File: src/rtl/data_bus_arbiter_pkg.sv
// Shared types and helpers for the data bus arbiter.
// Perf counter widths apply only when ARB_PERF_CNT_EN is defined.
package data_bus_arb_pkg;

  typedef enum logic {
    S_CPU,
    S_DMA
  } arb_state_e;

  localparam int PERF_W = 16;

  function automatic int clog2(input int v);
    int r;
    int x;
    r = 0;
    x = v - 1;
    while (x > 0) begin
      r = r + 1;
      x = x >> 1;
    end
    return (r < 1) ? 1 : r;
  endfunction

endpackage

File: src/rtl/data_bus_arbiter_if.sv
// CPU, DMA and memory-side signals of the shared data bus.
// slave = arbiter view, master = surrounding pipeline/DMA/memory view.
interface data_bus_arbiter_if #(
  parameter int AW = 32,
  parameter int DW = 32
);

  logic          cpu_rd;
  logic          cpu_wr;
  logic [AW-1:0] cpu_addr;
  logic [DW-1:0] cpu_wdata;
  logic [DW-1:0] cpu_rdata;
  logic          cpu_stall;

  logic          dma_req;
  logic          dma_wr;
  logic          dma_last;
  logic [AW-1:0] dma_addr;
  logic [DW-1:0] dma_wdata;
  logic          dma_gnt;
  logic [DW-1:0] dma_rdata;
  logic          dma_rvalid;

  logic          mem_rd;
  logic          mem_wr;
  logic [AW-1:0] mem_addr;
  logic [DW-1:0] mem_wdata;
  logic [DW-1:0] mem_rdata;

  modport slave (
    input  cpu_rd, cpu_wr, cpu_addr, cpu_wdata,
    output cpu_rdata, cpu_stall,
    input  dma_req, dma_wr, dma_last,
    input  dma_addr, dma_wdata,
    output dma_gnt, dma_rdata, dma_rvalid,
    output mem_rd, mem_wr, mem_addr, mem_wdata,
    input  mem_rdata
  );

  modport master (
    output cpu_rd, cpu_wr, cpu_addr, cpu_wdata,
    input  cpu_rdata, cpu_stall,
    output dma_req, dma_wr, dma_last,
    output dma_addr, dma_wdata,
    input  dma_gnt, dma_rdata, dma_rvalid,
    input  mem_rd, mem_wr, mem_addr, mem_wdata,
    output mem_rdata
  );

endinterface

File: src/rtl/data_bus_arbiter_sat_counter.sv
// Saturating up-counter with synchronous clear (clear wins).
module arb_sat_counter #(
  parameter int          W   = 4,
  parameter int unsigned MAX = 8
) (
  input  logic         clk,
  input  logic         clr,
  input  logic         inc,
  output logic [W-1:0] cnt
);

  localparam logic [W-1:0] MAXV = W'(MAX);

  always_ff @(posedge clk) begin
    if (clr) begin
      cnt <= '0;
    end else if (inc && (cnt != MAXV)) begin
      cnt <= cnt + 1'b1;
    end
  end

endmodule

File: src/rtl/data_bus_arbiter.sv
// Shares the data memory bus between the MEM stage and a DMA requester.
// ARB_PERF_CNT_EN adds stall/beat performance counters.
module data_bus_arbiter
  import data_bus_arb_pkg::*;
#(
  parameter int AW        = 32,
  parameter int DW        = 32,
  parameter int MAX_WAIT  = 8,
  parameter int BURST_MAX = 4
) (
  input  logic clk,
  input  logic reset,
  data_bus_arbiter_if.slave bus
`ifdef ARB_PERF_CNT_EN
  ,
  output logic [PERF_W-1:0] perf_stall_cnt,
  output logic [PERF_W-1:0] perf_dma_beats
`endif
);

  localparam int WW = clog2(MAX_WAIT + 1);
  localparam int BW = clog2(BURST_MAX + 1);

  arb_state_e    state;
  arb_state_e    state_nx;
  logic [WW-1:0] wait_cnt;
  logic [BW-1:0] beat_cnt;
  logic [BW-1:0] beat_nx;

  logic cpu_acc;
  logic wait_full;
  logic gnt;
  logic stall;
  logic use_dma;
  logic cpu_sel;

  logic [AW-1:0] addr_mux;
  logic [DW-1:0] wdata_mux;

  assign cpu_acc   = bus.cpu_rd | bus.cpu_wr;
  assign wait_full = (wait_cnt == WW'(MAX_WAIT));

  always_comb begin
    gnt      = 1'b0;
    stall    = 1'b0;
    use_dma  = 1'b0;
    cpu_sel  = 1'b0;
    state_nx = state;
    beat_nx  = beat_cnt;
    if (reset) begin
      unique case (state)
        S_CPU: begin
          gnt     = bus.dma_req & (~cpu_acc | wait_full);
          stall   = cpu_acc & gnt;
          use_dma = gnt;
          cpu_sel = ~gnt;
          if (gnt && !bus.dma_last && (BURST_MAX > 1)) begin
            state_nx = S_DMA;
            beat_nx  = BW'(1);
          end
        end
        S_DMA: begin
          gnt     = bus.dma_req;
          stall   = cpu_acc;
          use_dma = bus.dma_req;
          if (!bus.dma_req) begin
            state_nx = S_CPU;
          end else begin
            beat_nx = beat_cnt + 1'b1;
            // lock ends once this beat completes the allowed burst
            if (bus.dma_last ||
                ((beat_cnt + 1'b1) == BW'(BURST_MAX))) begin
              state_nx = S_CPU;
            end
          end
        end
        default: state_nx = S_CPU;
      endcase
    end
  end

  assign addr_mux  = use_dma ? bus.dma_addr : bus.cpu_addr;
  assign wdata_mux = use_dma ? bus.dma_wdata : bus.cpu_wdata;

  assign bus.mem_addr  = addr_mux;
  assign bus.mem_wdata = wdata_mux;
  assign bus.mem_rd    = use_dma ? ~bus.dma_wr
                                 : (cpu_sel & bus.cpu_rd);
  assign bus.mem_wr    = use_dma ? bus.dma_wr
                                 : (cpu_sel & bus.cpu_wr);
  assign bus.cpu_rdata = bus.mem_rdata;
  assign bus.cpu_stall = stall;
  assign bus.dma_gnt   = gnt;

  always_ff @(posedge clk) begin
    if (!reset) begin
      state          <= S_CPU;
      beat_cnt       <= '0;
      bus.dma_rvalid <= 1'b0;
      bus.dma_rdata  <= '0;
    end else begin
      state          <= state_nx;
      beat_cnt       <= beat_nx;
      bus.dma_rvalid <= gnt & ~bus.dma_wr;
      if (gnt && !bus.dma_wr) begin
        bus.dma_rdata <= bus.mem_rdata;
      end
    end
  end

  arb_sat_counter #(
    .W   (WW),
    .MAX (MAX_WAIT)
  ) u_wait (
    .clk (clk),
    .clr (~reset | gnt | ~bus.dma_req),
    .inc (bus.dma_req & ~gnt),
    .cnt (wait_cnt)
  );

`ifdef ARB_PERF_CNT_EN
  arb_sat_counter #(
    .W   (PERF_W),
    .MAX (16'hFFFF)
  ) u_perf_stall (
    .clk (clk),
    .clr (~reset),
    .inc (stall),
    .cnt (perf_stall_cnt)
  );

  arb_sat_counter #(
    .W   (PERF_W),
    .MAX (16'hFFFF)
  ) u_perf_beats (
    .clk (clk),
    .clr (~reset),
    .inc (gnt),
    .cnt (perf_dma_beats)
  );
`endif

endmodule

File: src/flat_wrapper.sv
// flat-port wrapper written by rule: the top's interface ports become plain ports
module data_bus_arbiter_flat import data_bus_arb_pkg::*;
#(
  parameter int AW        = 32,
  parameter int DW        = 32,
  parameter int MAX_WAIT  = 8,
  parameter int BURST_MAX = 4
)
  (clk, reset, bus_cpu_rd, bus_cpu_wr, bus_cpu_addr, bus_cpu_wdata, bus_cpu_rdata, bus_cpu_stall, bus_dma_req, bus_dma_wr, bus_dma_last, bus_dma_addr, bus_dma_wdata, bus_dma_gnt, bus_dma_rdata, bus_dma_rvalid, bus_mem_rd, bus_mem_wr, bus_mem_addr, bus_mem_wdata, bus_mem_rdata);
  data_bus_arbiter_if #(.AW(AW), .DW(DW)) bus_i ();
  input  logic clk;
  input  logic reset;
  input wire logic [$bits(bus_i.cpu_rd)-1:0] bus_cpu_rd;
  input wire logic [$bits(bus_i.cpu_wr)-1:0] bus_cpu_wr;
  input wire logic [$bits(bus_i.cpu_addr)-1:0] bus_cpu_addr;
  input wire logic [$bits(bus_i.cpu_wdata)-1:0] bus_cpu_wdata;
  output wire logic [$bits(bus_i.cpu_rdata)-1:0] bus_cpu_rdata;
  output wire logic [$bits(bus_i.cpu_stall)-1:0] bus_cpu_stall;
  input wire logic [$bits(bus_i.dma_req)-1:0] bus_dma_req;
  input wire logic [$bits(bus_i.dma_wr)-1:0] bus_dma_wr;
  input wire logic [$bits(bus_i.dma_last)-1:0] bus_dma_last;
  input wire logic [$bits(bus_i.dma_addr)-1:0] bus_dma_addr;
  input wire logic [$bits(bus_i.dma_wdata)-1:0] bus_dma_wdata;
  output wire logic [$bits(bus_i.dma_gnt)-1:0] bus_dma_gnt;
  output wire logic [$bits(bus_i.dma_rdata)-1:0] bus_dma_rdata;
  output wire logic [$bits(bus_i.dma_rvalid)-1:0] bus_dma_rvalid;
  output wire logic [$bits(bus_i.mem_rd)-1:0] bus_mem_rd;
  output wire logic [$bits(bus_i.mem_wr)-1:0] bus_mem_wr;
  output wire logic [$bits(bus_i.mem_addr)-1:0] bus_mem_addr;
  output wire logic [$bits(bus_i.mem_wdata)-1:0] bus_mem_wdata;
  input wire logic [$bits(bus_i.mem_rdata)-1:0] bus_mem_rdata;
  assign bus_i.cpu_rd = bus_cpu_rd;
  assign bus_i.cpu_wr = bus_cpu_wr;
  assign bus_i.cpu_addr = bus_cpu_addr;
  assign bus_i.cpu_wdata = bus_cpu_wdata;
  assign bus_cpu_rdata = bus_i.cpu_rdata;
  assign bus_cpu_stall = bus_i.cpu_stall;
  assign bus_i.dma_req = bus_dma_req;
  assign bus_i.dma_wr = bus_dma_wr;
  assign bus_i.dma_last = bus_dma_last;
  assign bus_i.dma_addr = bus_dma_addr;
  assign bus_i.dma_wdata = bus_dma_wdata;
  assign bus_dma_gnt = bus_i.dma_gnt;
  assign bus_dma_rdata = bus_i.dma_rdata;
  assign bus_dma_rvalid = bus_i.dma_rvalid;
  assign bus_mem_rd = bus_i.mem_rd;
  assign bus_mem_wr = bus_i.mem_wr;
  assign bus_mem_addr = bus_i.mem_addr;
  assign bus_mem_wdata = bus_i.mem_wdata;
  assign bus_i.mem_rdata = bus_mem_rdata;
  data_bus_arbiter #(.AW(AW), .DW(DW), .MAX_WAIT(MAX_WAIT), .BURST_MAX(BURST_MAX)) u_core (.clk(clk), .reset(reset), .bus(bus_i));
endmodule
File: config.mk
export PLATFORM = sky130hd
export DESIGN_NAME = data_bus_arbiter_flat
export DESIGN_NICKNAME = d
export VERILOG_FILES = /design/src/rtl/data_bus_arbiter_pkg.sv /design/src/rtl/data_bus_arbiter_if.sv /design/src/rtl/data_bus_arbiter_sat_counter.sv /design/src/rtl/data_bus_arbiter.sv /design/src/flat_wrapper.sv
export SDC_FILE = /design/constraint.sdc
export NUM_CORES = 1
export LEC_CHECK = 0
export CAP_MARGIN = 25
export CORE_AREA = 4 4 113 115
export DETAILED_ROUTE_END_ITERATION = 16
export DIE_AREA = 0 0 117 119
export GPL_TIMING_DRIVEN = 0
export HOLD_SLACK_MARGIN = 0.12
export PLACE_DENSITY_LB_ADDON = 0.2
export SLEW_MARGIN = 20
export SYNTH_ARGS = -nofsm -noshare
export SYNTH_HDL_FRONTEND = slang
export SYNTH_HIERARCHICAL = 1
export SYNTH_SLANG_ARGS = --single-unit
File: constraint.sdc
create_clock -name clk -period 5.3 [get_ports clk]
set_clock_uncertainty 0.15 [all_clocks]
set_input_delay 1.325 -clock clk [delete_from_list [all_inputs] [get_ports clk]]
set_output_delay 1.325 -clock clk [all_outputs]
set_load 0.02 [all_outputs]
==> results of run 1 <==
-- state kept, by name, summed over array words and instances, names as in the netlist --
register,count
u_core/u_wait/cnt,4
u_core/state,1
u_core/beat_cnt,3
u_core/bus.dma_rdata,32
u_core/bus.dma_rvalid,1
-- report_power, final --
part / internal (W) / switching [W]
Clock: 0.000187 / 0.000124
Sequential: 0.000315 / 0.00000427
Combinational: 0.000260 / 0.000160
-- synthesized netlist by cell type, types with 2 or more instances --
| cell | number |
|---|---|
| a21oi_1 | 3 |
| mux2i_1 | 32 |
| nand2b_1 | 2 |
| mux2_2 | 26 |
| nand4_1 | 2 |
| nand2_1 | 36 |
| o21ai_0 | 4 |
| dfxtp_1 | 41 |
| buf_2 | 3 |
| nand3_1 | 3 |
| clkbuf_1 | 7 |
| nor2_1 | 4 |
| o21a_1 | 2 |
| mux2_4 | 38 |
| buf_4 | 35 |
| ha_1 | 4 |
| nand4b_1 | 2 |
| nor2b_1 | 2 |
| buf_6 | 5 |
| o211a_1 | 3 |
| inv_1 | 38 |
| xor2_1 | 2 |
-- final cells by class --
class                      count  area share
buffer                        50      0.0568
clock buffer                   6      0.0219
clock inverter                 2     0.00217
inverter                      38      0.0225
multi-input combinational    178       0.268
sequential                    41       0.129
tap                          147      0.0290
timing repair buffer         298       0.470
-- worst max-delay path by stage --
| stage | to | cells past startpoint | slack (ns) |
|---|---|---|---|
| floorplan | bus_mem_addr[12] | 5 | 1.42 |
| finish | bus_mem_wdata[4] | 7 | 0.15 |
| global route | bus_mem_wdata[16] | 7 | 0.03 |
| CTS | bus_mem_wdata[1] | 7 | 0.11 |
| global placement | bus_mem_wdata[1] | 7 | 0.16 |
| detailed placement | bus_mem_wdata[1] | 7 | 0.12 |
-- metal layers --
metal / global-route usage / wire (um)
met5: 0 / 0
met4: 0.0423 / 203
met3: 0.0691 / 1460
met2: 0.320 / 6590
met1: 0.173 / 4740
-- through the flow --
step | area [sq um] | worst slack, ns
2_1_floorplan | 3030 | 1.42
3_3_place_gp | 6190 | 0.160
3_5_place_dp | 6190 | 0.120
4_1_cts | 6340 | 0.115
5_1_grt | 6340 | 0.0320
6_report | 6340 | 0.147
-- critical path, cell delays in order --
cell             delay, ns
clkdlybuf4s50_1       0.44
o21bai_1              0.43
o211ai_2              0.19
buf_6                 0.20
buf_6                 0.17
mux2_4                0.30
clkdlybuf4s50_1       0.62
-- cells by family (layout without fill, tap and decap cells) --
group,Yosys count,in the layout,synth area share
compound gates,20,20,0.0538
xor+xnor,2,2,0.00579
fa+ha+maj,4,4,0.0165
buf+inv,88,394,0.166
flops,41,41,0.271
mux,96,96,0.391
simple gates,56,56,0.0951
==> summary.md, run 1 <==
| Metric | Value |
|---|---|
| Post-synth EDFFs | `0` |
| CP required | `3.83 ns` |
| Unrepaired setup endpoints after global routing | `false` |
| Crit Path Class | `input port to primary output` |
| DR vias/cell | `4.24` |
| Maximum vdd ir drop | `0.132 mV` |
| P&R area growth vs syn | `110%` |
| Sequential share of the synthesized area | `0.271` |
| H-Tree Depth | `2` |
| Post-CTS setup buffer count | `0` |
| Max-cap viol count | `0` |
| Commonest non-fill, non-tap cell in the layout | `clkdlybuf4s50_1` |
| Yosys warnings | `6` |
| FMAX | `194 MHz` |
| Min-Delay Path Depth | `2` |
| Total Power | `0.00105 W` |
| Final hold viol count | `0` |
| Seq. cell area | `821 sq um` |
| Cell variety after synth | `35` |
| R2R depth | `6` |
| Die H | `119 um` |
| Fin. max-slew vios | `0` |
| Syn_nets | `478` |
| Crit path max fanout | `10` |
| Crit path DAT | `3.68 ns` |
| Pwr/cell area | `166 nW/um^2` |
| Fin crit share | `0.972` |
| Synth Instances | `307` |
| Reg2reg end | `u_core/bus.dma_rdata[11]` |
| Vias in the first global route | `3,425` |
| Footprint of the multi-input gates | `1700 sq um` |
| Reg2reg setup slack | `3.31 ns` |
| Routability cong. | `0.771` |
| Largest area contributor in the netlist | `dfxtp_1` |
| DRT iter0 DRCs | `60` |
| Post-CTS Hold Fix Bufs | `0` |
| Initial antenna violation count | `0` |
| Setup_tns | `0 ns` |
| Util after Layout | `0.537` |
| Fin cells | `760` |
| Pre-antenna DRT Iters | `4` |
| Seq cells post-synth | `41` |
| CTS tree | `done` |
| Commonest non-fill, non-tap cells in the layout | `298 x clkdlybuf4s50_1, 41 x dfxtp_1, 38 x inv_1, 38 x mux2_4, 36 x nand2_1` |
| Crit start category | `input port` |
| Total Routing Usage GR | `0.171` |
| DRT Wirelength | `13,000 um` |
| Full die area | `13,900 sq um` |
| Critical Path Source | `bus_cpu_rd` |
| Dpl hpwl | `11,100 um` |
| Total CTS buffers | `5` |
| Row Count | `40` |
| Input/output buffers | `298` |
| # nets final | `783` |
| Fin Hold WS | `0.306 ns` |
| Diodes inserted | `0` |
| Cells taking the most area after synthesis | `dfxtp_1 27%, mux2_4 19%, mux2i_1 11%` |
| Largest net degree at the start of global routing | `14` |
| Primary FF master, synth | `dfxtp_1` |
| Worst reg2reg path startpoint | `u_core/state` |
| Hold Crit Start | `u_core/bus.dma_rdata[30]` |
| Root Driver | `clkbuf_16` |
| Worst hold path type | `flip-flop to flip-flop` |
| Share of cells above drive strength 1 | `0.197` |
| Fill count | `1,076` |
| Crit. End Element | `primary output` |
| Worst-margin pin slew | `0.511 ns` |
| Die width | `117 um` |
| WL/cell | `17.1 um` |
| Worst-path clk slew | `0.06 ns` |
| Vias | `3,222` |
| Post-CTS resize count | `0` |
| Syn Area/Cell | `9.85 sq um` |
| Post-synth top area share | `0.271` |
| Core Box Area | `11,800 sq um` |
| Pleak | `2.95 nW` |
| Outcome | `complete, no violations` |
| Placed cell count | `752` |
| Post-synth ARST share | `0` |
| Total congestion overflow | `0` |
| Mapped cell area | `3030 sq um` |
| Starting Density | `0.256` |
| Clk Latency, worst-skew pair | `0.28 ns` |
| Slew HR | `0.658` |
| Minimum clock period | `5.15 ns` |
| Clock buffer depth | `2` |
| Residual DRC | `0` |
| First-pass GRT wire length | `18,300 um` |
| Hold Path End | `u_core/bus.dma_rdata[30]` |
| Routed Antenna Nets | `0` |
| Clk sinks | `41` |
| I/O pin count | `300` |
| Final setup vio count | `0` |
(Power assumes the default switching activity.)
==> inputs of run 2 (changes only) <==
- HOLD_SLACK_MARGIN: 0.12 -> unset
==> results of run 2 <==
Same layout as run 1: the final DEF is identical, and so are final timing and power.
==> inputs of run 3 (changes only) <==
- CAP_MARGIN: 25 -> 20
- CORE_AREA: 4 4 113 115 -> 4 4 115 117
- DIE_AREA: 0 0 117 119 -> 0 0 119 121
- clock period: 5.3 -> 4.15 ns (I/O delays scaled with it)
==> summary.md, run 3 (synthesis results as in run 1) <==
| Metric | Value |
|---|---|
| Die H | `121 um` |
| Routability cong. | `0.812` |
| Starting Density | `0.245` |
| Final setup vio count | `0` |
| Pleak | `3.06 nW` |
| Placed inst area | `6220 sq um` |
| CP top delay family | `buffers and inverters` |
| Commonest non-fill, non-tap cell in the layout | `clkdlybuf4s50_1` |
| Input/output buffers | `298` |
| P&R area growth vs syn | `111%` |
| Slowest-stage cell, CP | `dlygate4sd2_1` |
| Total Routing Usage GR | `0.165` |
| Max FFs per register | `32` |
| FMAX | `255 MHz` |
| DRT Wirelength | `12,800 um` |
| Minimum clock period | `3.92 ns` |
| Crit Path Class | `input port to primary output` |
| Crit. End Element | `primary output` |
| Switching Power | `0.000369 W` |
| Vias | `3,242` |
| Initial antenna violation count | `0` |
| Post-CTS setup buffer count | `0` |
| CTS tree | `done` |
| I/O pin count | `300` |
| Worst-margin pin slew | `0.579 ns` |
| Row Count | `41` |
| Fin. max-slew vios | `0` |
| Seq pwr share | `0.300` |
| Share of cells above drive strength 1 | `0.217` |
| Dpl hpwl | `10,800 um` |
| Core Box Area | `12,400 sq um` |
| Maximum vdd ir drop | `0.173 mV` |
| Fin Hold WS | `0.306 ns` |
| Slew HR | `0.612` |
| Clock group share of total power | `0.327` |
| Worst hold path type | `flip-flop to flip-flop` |
| Outcome | `complete, no violations` |
| Routed Antenna Nets | `0` |
| Reg2reg setup slack | `2.11 ns` |
| Total congestion overflow | `0` |
| Largest regs | `u_core/bus.dma_rdata (32), u_core/u_wait/cnt (4), u_core/beat_cnt (3)` |
| # nets final | `783` |
| H-Tree Depth | `2` |
| Fin crit share | `0.945` |
| Crit path max fanout | `10` |
| Clk Latency, worst-skew pair | `0.28 ns` |
| WP buf/inv | `4` |
| Die width | `119 um` |
| Pre-antenna DRT Iters | `4` |
| Clk sinks | `41` |
| Cell-by-cell trace of the critical path | `dlygate4sd2_1 -> o21bai_4 -> o211ai_4 -> buf_6 -> buf_6 -> mux2_4 -> dlygate4sd2_1` |
| WL/cell | `16.3 um` |
| CP required | `2.96 ns` |
| Vias in the first global route | `3,448` |
| Crit start category | `input port` |
| Full die area | `14,400 sq um` |
| Diodes inserted | `0` |
| Largest net degree at the start of global routing | `15` |
| Total CTS buffers | `5` |
| Power Internal | `0.000993 W` |
| Gate power share | `0.374` |
| Root Driver | `clkbuf_16` |
| Commonest non-fill, non-tap cells in the layout | `231 x clkdlybuf4s50_1, 57 x dlygate4sd2_1, 41 x dfxtp_1` |
| DR vias/cell | `4.13` |
| Worst-path clk slew | `0.05 ns` |
| Crit-path max cell delay | `0.33 ns` |
| Pwr/cell area | `214 nW/um^2` |
| First-pass GRT wire length | `18,900 um` |
| Residual DRC | `0` |
| Final Cell Area | `6370 sq um` |
| Unrepaired setup endpoints after global routing | `false` |
| Switching share of total power | `0.271` |
| Max-cap viol count | `0` |
| Final hold viol count | `0` |
| Clock buffer depth | `2` |
| Largest Register | `u_core/bus.dma_rdata` |
| DRT iter0 DRCs | `91` |
| Crit path DAT | `2.73 ns` |
-- run 3: worst paths after layout --
path / end / start / cells after the start
max: bus_mem_wdata[12] / bus_cpu_wr / 7
min: u_core/bus.dma_rdata[18] / u_core/bus.dma_rdata[18] / 2
max reg2reg: u_core/u_wait/cnt[3] / u_core/u_wait/cnt[0] / 6
min reg2reg: u_core/bus.dma_rdata[18] / u_core/bus.dma_rdata[18] / 2
-- run 3: final cells by class --
cell class              count  area [sq um]
well taps                 172           215
flip-flops and latches     41           821
repair buffers            298          2920
clock inverters             3          43.8
inverters                  38           143
multi-input cells         178          1720
plain buffers              50           380
clock buffers               5           125
fillers                  1187          5990
-- run 3: power by group through the flow --
stage               clock [W]  sequential (W)  combinational (W)
floorplan                   0        0.000426           0.000211
global placement            0        0.000416           0.000535
detailed placement          0        0.000417           0.000538
CTS                  0.000460        0.000408           0.000516
global route         0.000476        0.000409           0.000539
finish               0.000445        0.000408           0.000509
-- run 3: timing repair --
action                                  4_1_cts  5_1_grt
pin swaps                                     0        0
endpoints found under the hold margin         0        0
resized for setup                            96        2
endpoints found under the setup margin       66        1
hold buffers                                  0        0
-- run 3: tightest hold or removal path, delay by kind of cell (launching register included) --
family	cells	cell delay, ns
muxes	1	0.05
and+or+nand+nor	1	0.05
DFF	1	0.30
-- run 3: through the flow --
step | util | setup TNS, ns | setup slack, ns | cells | power [W]
finish | 0.516 | 0 | 0.229 | 785 | 0.00136
detailed placement | 0.503 | -22.29 | -0.445 | 777 | 0.000955
CTS | 0.515 | 0 | 0.0924 | 785 | 0.00138
global placement | 0.503 | -19.85 | -0.416 | 777 | 0.000951
floorplan | - | 0 | 0.842 | 307 | 0.000638
global route | 0.516 | 0 | 0.139 | 785 | 0.00142
-- run 3: layer usage --
layer / global-route usage / up-vias / wire length (um)
li1: - / 1595 / -
met1: 0.182 / 1460 / 4870
met2: 0.298 / 176 / 6410
met3: 0.0685 / 11 / 1290
met4: 0.0348 / 0 / 201
met5: 0 / - / 0
